===== src/rtl/uart_tx_line_arbiter_pkg.sv =====
// Shared types and constants for the UART TX line arbiter and its 8N1 serializer.
package uart_arb_pkg;

  typedef enum logic {
    IDLE,
    LOCKED
  } arb_state_e;

  localparam int FrameBits = 10;
  localparam logic [7:0] NewlineChar = 8'h0A;

  function automatic int cycles_per_symbol(input int unsigned freq, input int unsigned baud);
    return (baud == 0) ? 0 : int'(freq / baud);
  endfunction

endpackage


===== src/rtl/uart_tx_line_arbiter_ser.sv =====
// 8N1 serializer: accepts one byte on valid/ready and shifts {stop, data, start} out LSB first.
module uart_tx_ser
  import uart_arb_pkg::*;
#(
  parameter int CyclesPerSymbol = 4
) (
  input  logic       clk_i,
  input  logic       rst_i,
  input  logic       valid_i,
  input  logic [7:0] data_i,
  output logic       ready_o,
  output logic       tx_o,
  output logic       active_o
);

  localparam int CycW = (CyclesPerSymbol > 1) ? $clog2(CyclesPerSymbol) : 1;
  localparam int BitW = $clog2(FrameBits);
  localparam logic [CycW-1:0] CycLast = CycW'(CyclesPerSymbol - 1);
  localparam logic [BitW-1:0] BitLast = BitW'(FrameBits - 1);

  if (CyclesPerSymbol < 2) begin : g_bad_rate
    $error("uart_tx_ser: CyclesPerSymbol must be at least 2");
  end

  logic                 active_q, active_d;
  logic [FrameBits-1:0] shreg_q, shreg_d;
  logic [BitW-1:0]      bit_cnt_q, bit_cnt_d;
  logic [CycW-1:0]      cyc_cnt_q, cyc_cnt_d;
  logic                 sym_end;
  logic                 accept;

  assign sym_end  = (cyc_cnt_q == CycLast);
  // Ready during the final stop-bit cycle lets the next frame start with no idle gap.
  assign ready_o  = !active_q || (sym_end && (bit_cnt_q == BitLast));
  assign accept   = valid_i && ready_o;
  assign tx_o     = shreg_q[0];
  assign active_o = active_q;

  always_comb begin
    active_d  = active_q;
    shreg_d   = shreg_q;
    bit_cnt_d = bit_cnt_q;
    cyc_cnt_d = cyc_cnt_q;
    if (accept) begin
      active_d  = 1'b1;
      shreg_d   = {1'b1, data_i, 1'b0};
      bit_cnt_d = '0;
      cyc_cnt_d = '0;
    end else if (active_q) begin
      if (sym_end) begin
        cyc_cnt_d = '0;
        if (bit_cnt_q == BitLast) begin
          active_d = 1'b0;
          shreg_d  = '1;
        end else begin
          bit_cnt_d = bit_cnt_q + BitW'(1);
          shreg_d   = {1'b1, shreg_q[FrameBits-1:1]};
        end
      end else begin
        cyc_cnt_d = cyc_cnt_q + CycW'(1);
      end
    end
  end

  // Shift register idles at all-ones so the line is high whenever no frame is loaded.
  always_ff @(posedge clk_i or posedge rst_i) begin
    if (rst_i) begin
      active_q  <= 1'b0;
      shreg_q   <= '1;
      bit_cnt_q <= '0;
      cyc_cnt_q <= '0;
    end else begin
      active_q  <= active_d;
      shreg_q   <= shreg_d;
      bit_cnt_q <= bit_cnt_d;
      cyc_cnt_q <= cyc_cnt_d;
    end
  end

endmodule


===== src/rtl/uart_tx_line_arbiter.sv =====
// Round-robin arbiter that locks the shared UART TX line to one requester until it
// sends a newline or stays quiet for LockTimeout cycles, so printed lines never interleave.
module uart_tx_line_arbiter
  import uart_arb_pkg::*;
#(
  parameter int          NumReq      = 4,
  parameter int unsigned FREQ        = 50_000_000,
  parameter int unsigned BAUD        = 115_200,
  parameter int unsigned LockTimeout = 1024,
  localparam int         OwnerW      = (NumReq > 1) ? $clog2(NumReq) : 1
) (
  input  logic                   clk_i,
  input  logic                   rst_i,
  input  logic [NumReq-1:0]      req_valid_i,
  input  logic [NumReq-1:0][7:0] req_data_i,
  output logic [NumReq-1:0]      req_ready_o,
  output logic                   tx_o,
  output logic                   busy_o,
  output logic [OwnerW-1:0]      owner_o
);

  localparam int CyclesPerSymbol = cycles_per_symbol(FREQ, BAUD);
  localparam int TimerW = (LockTimeout > 0) ? $clog2(LockTimeout + 1) : 1;

  if (NumReq < 1) begin : g_bad_numreq
    $error("uart_tx_line_arbiter: NumReq must be at least 1");
  end

  arb_state_e        state_q, state_d;
  logic [OwnerW-1:0] owner_q, owner_d;
  logic [OwnerW-1:0] rr_ptr_q, rr_ptr_d;
  logic [TimerW-1:0] timer_q, timer_d;

  logic              pick_valid;
  logic [OwnerW-1:0] pick_idx;
  logic              own_valid;
  logic [7:0]        own_data;
  logic [OwnerW-1:0] owner_next;
  logic [TimerW-1:0] timer_inc;
  logic              ser_valid;
  logic [7:0]        ser_data;
  logic              ser_ready;
  logic              ser_active;

  // First valid requester at or after rr_ptr, wrapping around.
  always_comb begin
    int cand;
    pick_valid = 1'b0;
    pick_idx   = '0;
    cand       = 0;
    for (int off = 0; off < NumReq; off++) begin
      cand = int'(rr_ptr_q) + off;
      if (cand >= NumReq) cand = cand - NumReq;
      if (!pick_valid && req_valid_i[OwnerW'(cand)]) begin
        pick_valid = 1'b1;
        pick_idx   = OwnerW'(cand);
      end
    end
  end

  assign own_valid  = req_valid_i[owner_q];
  assign own_data   = req_data_i[owner_q];
  assign owner_next = (int'(owner_q) == NumReq - 1) ? '0 : owner_q + OwnerW'(1);
  assign timer_inc  = timer_q + TimerW'(1);

  always_comb begin
    state_d     = state_q;
    owner_d     = owner_q;
    rr_ptr_d    = rr_ptr_q;
    timer_d     = timer_q;
    req_ready_o = '0;
    ser_valid   = 1'b0;
    ser_data    = own_data;
    case (state_q)
      IDLE: begin
        if (pick_valid) begin
          state_d = LOCKED;
          owner_d = pick_idx;
          timer_d = '0;
        end
      end
      LOCKED: begin
        req_ready_o[owner_q] = ser_ready;
        ser_valid            = own_valid;
        if (own_valid && ser_ready) begin
          timer_d = '0;
          if (own_data == NewlineChar) begin
            state_d  = IDLE;
            rr_ptr_d = owner_next;
          end
        end else if (!own_valid && ser_ready && (LockTimeout != 0)) begin
          // Only quiet cycles with the serializer free count toward releasing the lock.
          timer_d = timer_inc;
          if (timer_inc == TimerW'(LockTimeout)) begin
            state_d  = IDLE;
            rr_ptr_d = owner_next;
          end
        end
      end
      default: state_d = IDLE;
    endcase
  end

  always_ff @(posedge clk_i or posedge rst_i) begin
    if (rst_i) begin
      state_q  <= IDLE;
      owner_q  <= '0;
      rr_ptr_q <= '0;
      timer_q  <= '0;
    end else begin
      state_q  <= state_d;
      owner_q  <= owner_d;
      rr_ptr_q <= rr_ptr_d;
      timer_q  <= timer_d;
    end
  end

  uart_tx_ser #(
    .CyclesPerSymbol(CyclesPerSymbol)
  ) u_ser (
    .clk_i   (clk_i),
    .rst_i   (rst_i),
    .valid_i (ser_valid),
    .data_i  (ser_data),
    .ready_o (ser_ready),
    .tx_o    (tx_o),
    .active_o(ser_active)
  );

  assign busy_o  = (state_q == LOCKED) || ser_active;
  assign owner_o = owner_q;

endmodule

===== config.mk =====
export PLATFORM = sky130hd
export DESIGN_NAME = uart_tx_line_arbiter
export DESIGN_NICKNAME = d
export VERILOG_FILES = /design/src/rtl/uart_tx_line_arbiter_pkg.sv /design/src/rtl/uart_tx_line_arbiter_ser.sv /design/src/rtl/uart_tx_line_arbiter.sv
export SDC_FILE = /design/constraint.sdc
export NUM_CORES = 1
export LEC_CHECK = 0
export BUFFER_PORTS_ARGS = -buffer_cell sky130_fd_sc_hd__buf_2
export CORE_MARGIN = 2
export CORE_UTILIZATION = 40
export CTS_BUF_LIST = sky130_fd_sc_hd__clkbuf_4 sky130_fd_sc_hd__clkbuf_8 sky130_fd_sc_hd__clkbuf_16
export DETAILED_ROUTE_END_ITERATION = 7
export PLACE_DENSITY_LB_ADDON = 0.05
export SLEW_MARGIN = 20
export SYNTH_ARGS = -nofsm -noshare
export SYNTH_HDL_FRONTEND = slang
export SYNTH_SLANG_ARGS = --single-unit

===== constraint.sdc =====
create_clock -name clk_i -period 2.2 [get_ports clk_i]
set_input_delay 0.33 -clock clk_i [delete_from_list [all_inputs] [get_ports clk_i]]
set_output_delay 0.33 -clock clk_i [all_outputs]
set_load 0.1 [all_outputs]

# Word-level counts from Yosys, hierarchy flattened

Cells that the tools add are included.

Register bits: 40
Input port bits: 38
Output and inout port bits: 8
Logic and storage cells: 126

Add/sub/neg operators: 11
Order comparisons: 10
Equal/unequal tests: 9
Muxes and demuxes: 62
Bitwise logic cells: 2
Reduce and logical (&&, ||, !) cells: 24

Operators with widths:

| kind                    | count |
|---|---|
| $mux W9                 | 4 |
| $mux W11                | 3 |
| $mux W10                | 3 |
| $mux W2                 | 13 |
| $mux W1                 | 24 |
| $pmux W11 S2            | 1 |
| $mux W4                 | 5 |
| $bmux W8 S2             | 1 |
| $lt A2 B4 Y1 const B    | 4 |
| $add A11 B1 Y11 const B | 1 |
| $eq A11 B11 Y1 const B  | 1 |
| $bmux W1 S2             | 5 |
| $add A9 B1 Y9 const B   | 1 |
| $eq A9 B9 Y1 const B    | 1 |
| $ge A3 B3 Y1 const B    | 3 |
| $eq A8 B4 Y1 const B    | 1 |
| $logic_and A1 B1 Y1     | 8 |
| $mux W8                 | 1 |
| $reduce_bool A2 Y1      | 4 |
| $sub A2 B1 Y2 const B   | 4 |
| $add A2 B2 Y3 const B   | 2 |
| $reduce_and A2 Y1       | 3 |
| $logic_not A1 Y1        | 5 |
| $add A4 B1 Y4 const B   | 1 |
| other kinds (17)        | 19 |

# Logic depth before layout (Yosys ltp)

Depth after elaboration: 17
Gate-level depth with buffers: 9
Mapped depth without buffers: 8

# Hierarchy

Synthesis repeated with hierarchy kept, for this count alone.

Cell total of the unflattened synthesis: 286
Area total of the unflattened synthesis: 2,715.1 µm²

By module, submodules not included:

| module               | instances | cells each | area each (µm²) | seq. area each (µm²) |
|---|---|---|---|---|
| uart_tx_ser          | 1         | 139        | 1,380.1         | 586.8 |
| uart_tx_line_arbiter | 1         | 147        | 1,335.0         | 400.4 |

# Worst setup path before layout

Ideal clock, no wire load.

Path kind: register to register
From: register owner_q[0] (netlist: owner_o[0])
To: register state_q
Arrival: 2.710 ns
Data required time: 2.069 ns
Path slack: -0.641 ns
Stages on the path, launching flop included: 8
Period minus slack after synthesis: 2.841 ns
Cell sequence: dfrtp_1 > buf_6 > mux4_1 > nor4b_2 > nand2_2 > o21ai_2 > a31oi_1 > or3_1

Cells in the longest elaborated chain, start to end: 7
Elaborated cells on any way between the ends: 12
Classes of those cells: eq/ne (1); mux (8); reduce/logical (3)

RTL lines:

| element                                                             | line                        | text |
|---|---|---|
| from (decl)                                                         | uart_tx_line_arbiter.sv:30  | `logic [OwnerW-1:0] owner_q, owner_d;` |
| from (signal assigned)                                              | uart_tx_line_arbiter.sv:112 | `owner_q <= owner_d;` |
| parallel branches: the longest is 5 deep, another holds $bmux W8 S2 | n/a                         |  |
| $mux W1 *                                                           | uart_tx_line_arbiter.sv:85  | `if (own_valid && ser_ready) begin` |
| $pmux W1 S2 *                                                       | uart_tx_line_arbiter.sv:74  | `case (state_q)` |
| via state_d                                                         | uart_tx_line_arbiter.sv:29  | `arb_state_e state_q, state_d;` |
| to (signal assigned)                                                | uart_tx_line_arbiter.sv:111 | `state_q <= state_d;` |
| to (decl)                                                           | uart_tx_line_arbiter.sv:29  |  |

Mark *: on every way through the listed nets, which the timed path passes. The select of a mux whose other input is x is not followed.
A chain may end at the register's enable or synchronous reset.

# Worst setup path in the final report

From: register u_ser.bit_cnt_q[1]
To: register u_ser.bit_cnt_q[1]

Cells in the longest elaborated chain, start to end: 6
Elaborated cells on any way between the ends: 13
Classes of those cells: add/sub (1); eq/ne (2); mux (4); reduce/logical (6)

RTL lines:

| element                                                               | line                           | text |
|---|---|---|
| from (decl)                                                           | uart_tx_line_arbiter_ser.sv:27 | `logic [BitW-1:0] bit_cnt_q, bit_cnt_d;` |
| from (signal assigned)                                                | uart_tx_line_arbiter_ser.sv:75 | `bit_cnt_q <= bit_cnt_d;` |
| parallel branches: the longest is 6 deep, another holds $add A4 B1 Y4 | n/a                            |  |

Parallel ways; which one is timed is not known. The select of a mux whose other input is x is not followed.

==> results.md <==
- Post-route minimum period: around 2.3 ns
- Sequential area share after synthesis: between 30% and 40%
- Clk_skew: about 0.0049 ns
- Worst reg2reg path depth: 16
- Vias in the first global route: around 2.6k
- First-pass DRT Iterations: 4
- Hpwl dp: roughly 5400 um
- Chip Height: ~86 um
- Actual transition at the worst max-transition pin: roughly 0.93 ns
- Final wirelength: between 7000 and 8000 um
- Pwr dens: ~380 nW/um^2
- Routed len/inst: 15.8 um
- Vias per inst: 5.49
- Starting Density: about two fifths
- Htree depth: 2
- Die width: around 86 um
- Clk sinks: 39
- RSZ-0062 raised after global routing: true
- Failing checks: negative setup slack
- Hold Violations, Final: 0
- Outcome: finished, violations left
- Initial DRC count: 85
- Root Buffer: clkbuf_8
- Mapped Nets: 344
- Reg-to-reg startpoint: u_ser.bit_cnt_q[1]
- Most numerous cell in the Yosys netlist: nand2_1
- Final worst-path cycle share: 106%
- Dominant cells by area after synthesis: dfrtp_1 28%, dfstp_2 8.7%, nand2_1 5.0%
- Buffers added on ports: 45
- CP Data Arrival Time: ~2.6 ns
- Worst-path clk slew: 0.08 ns
- Hold WS: 0.00171 ns
- Largest net degree at the start of global routing: 33
- Fin util: 59.4%
- CP endpoint kind: flop
- Clk_lat worst skew: between 0.2 and 0.3 ns
- Cells after Synth: slightly below 300
- Net count, final: 439
- Syn avg cell area: ~9.1 um^2
- CTS tree: built
- GRT overflow: 0
- Post-synth EDFFs: 0
- Share of cells above drive strength 1: between 40% and 50%
- Critical path fanouts, max: 2
- Pre-CTS setup slack: -0.00505 ns
- Slew HR: a little under two fifths
- Max_cap viols: 0
- GR Util All Layers: roughly a fifth
- Startpoint Class: flop
- Top FF cell, synth: dfrtp_1
- Hold crit path type: input port to async pin
- Row count: 29
- Reg2reg setup slack: -0.13 ns
- Clock buffer count from CTS: 5
- GP Congestion: about 0.82
- N_diodes: 0
- Distinct cells, synth: 55
- Fmax achieved: between 0.4 and 0.5 GHz
- Required @ worst endpoint: approximately 2.4 ns
- Fin. max-slew vios: 0
- Core area: between 6000 and 7000 um^2
- Initial antenna violation count: 0
- YS warnings: 0
- Yosys top cell by area: dfrtp_1
- Final WS setup: -0.129 ns
- Top cell type's share of synthesized area: 27.8%
- Die area: 7430 um^2
- Top cells by count, synth: 36 x nand2_1, 30 x dfrtp_1, 26 x nor2_1, 20 x o21ai_0, 13 x and3_1
- Final ANT Viol Nets: 0
- Setup Crit Path Kind: flop to flop
- Via count: 2574
- Io pins: 46
- Reg2reg end: u_ser.bit_cnt_q[1]
- # setup viols final: 5
- Setup TNS: -0.449 ns
- CTS hold repair buffers: 0
- Area delta synth->final: 41.9%
- DR DRC count: 0
- First-pass GRT wire length: ~12000 um
- Peak VDD IR: about 270 uV
- Count of state elements after synthesis: 39
- FFs w/ async S/R, synth: 100%
- Clk buf depth: 2
- Synth Cell Area: 2700 um^2
- LEAKAGE: 0.00170 uW
## flip-flops by register name (all words and copies together) (netlist names)
| name | count |
|---|---|
| owner_o | 2 |
| timer_q | 11 |
| state_q | 1 |
| u_ser.shreg_q | 9 |
| u_ser.cyc_cnt_q | 9 |
| u_ser.active_o | 1 |
| u_ser.bit_cnt_q | 4 |
| rr_ptr_q | 2 |
## placed cells by master (no fill, tap or decap), types with 10 or more instances in the layout
cell type / instances
o31ai_1: 10
dfrtp_1: 27
nor3_1: 12
buf_4: 48
nor2_1: 25
inv_1: 10
buf_2: 41
nand4_1: 10
nand2_1: 33
o21ai_0: 17
## area by class of cell
type	instances	area (um^2)
inverter	12	45.0
clock buffer	6	76.3
clock inverter	2	12.5
fill	580	2620
tap	77	96.3
multi-input combinational	227	1790
sequential	39	996
timing repair buffer	106	817
## cells by family (layout without fill, tap and decap cells)
logic type	count (synthesis)	count (layout)	share of synthesized area, %
AOI/OAI and AO/OA	67	67	17.1
buffers and inverters	30	126	4.95
adders and majority gates	10	10	4.63
muxes	13	13	9.53
and+or+nand+nor	129	129	24.7
xor gates and xnor gates	8	8	2.59
DFF	39	39	36.5
## through the flow
| step | cells | power, uW | instance area (um^2) |
|---|---|---|---|
| after floorplan | 296 | 866 | 2740 |
| after global placement | 434 | 936 | 3310 |
| after detailed placement | 434 | 938 | 3310 |
| after CTS | 459 | 1430 | 3550 |
| after global routing | 469 | 1530 | 3840 |
| final | 469 | 1460 | 3840 |
## worst max-delay path by stage
stage,from,endpoint,slack (ns),cells past startpoint
5_1_grt,u_ser.bit_cnt_q[1],u_ser.bit_cnt_q[1],-0.19,16
3_3_place_gp,owner_o[0],state_q,0.004,6
2_1_floorplan,owner_o[0],state_q,-0.14,7
4_1_cts,u_ser.bit_cnt_q[1],req_ready_o[3],-0.09,7
6_report,u_ser.bit_cnt_q[1],u_ser.bit_cnt_q[1],-0.13,16
3_5_place_dp,owner_o[0],state_q,-0.005,6
## critical path, cell delays in order, from the launching register on
cell,delay [ns]
dfrtp_1,0.36
inv_2,0.05
buf_4,0.13
buf_4,0.12
buf_4,0.12
buf_4,0.12
buf_4,0.12
buf_4,0.12
buf_4,0.12
buf_4,0.12
buf_4,0.12
buf_4,0.12
buf_4,0.12
buf_4,0.12
buf_4,0.12
o22ai_2,0.14
a22o_1,0.15
## timing repair
| item | CTS | global route |
|---|---|---|
| resized for setup | 6 | 48 |
| buffers inserted | 17 | 10 |
| endpoints found under the setup margin | 5 | 31 |
| pin swaps | 5 | 15 |
## power breakdown
group          leakage [uW]  internal (uW)  total [uW]  switching, uW
registers          0.000470            722         732           9.23
logic               0.00119            118         244            126
clock network     0.0000446            234         489            255
total               0.00170           1070        1460            390
## layer usage
layer | global-route usage, % | vias up | wire length (um) | share of wire [%]
met5 | 0 | - | 0 | 0
met4 | 5.26 | 0 | 95 | 1.3
met3 | 3.33 | 8 | 128 | 1.7
met2 | 36.9 | 31 | 3910 | 53
met1 | 25.6 | 1262 | 3280 | 44
li1 | - | 1273 | - | -
(Power assumes the default switching activity.)
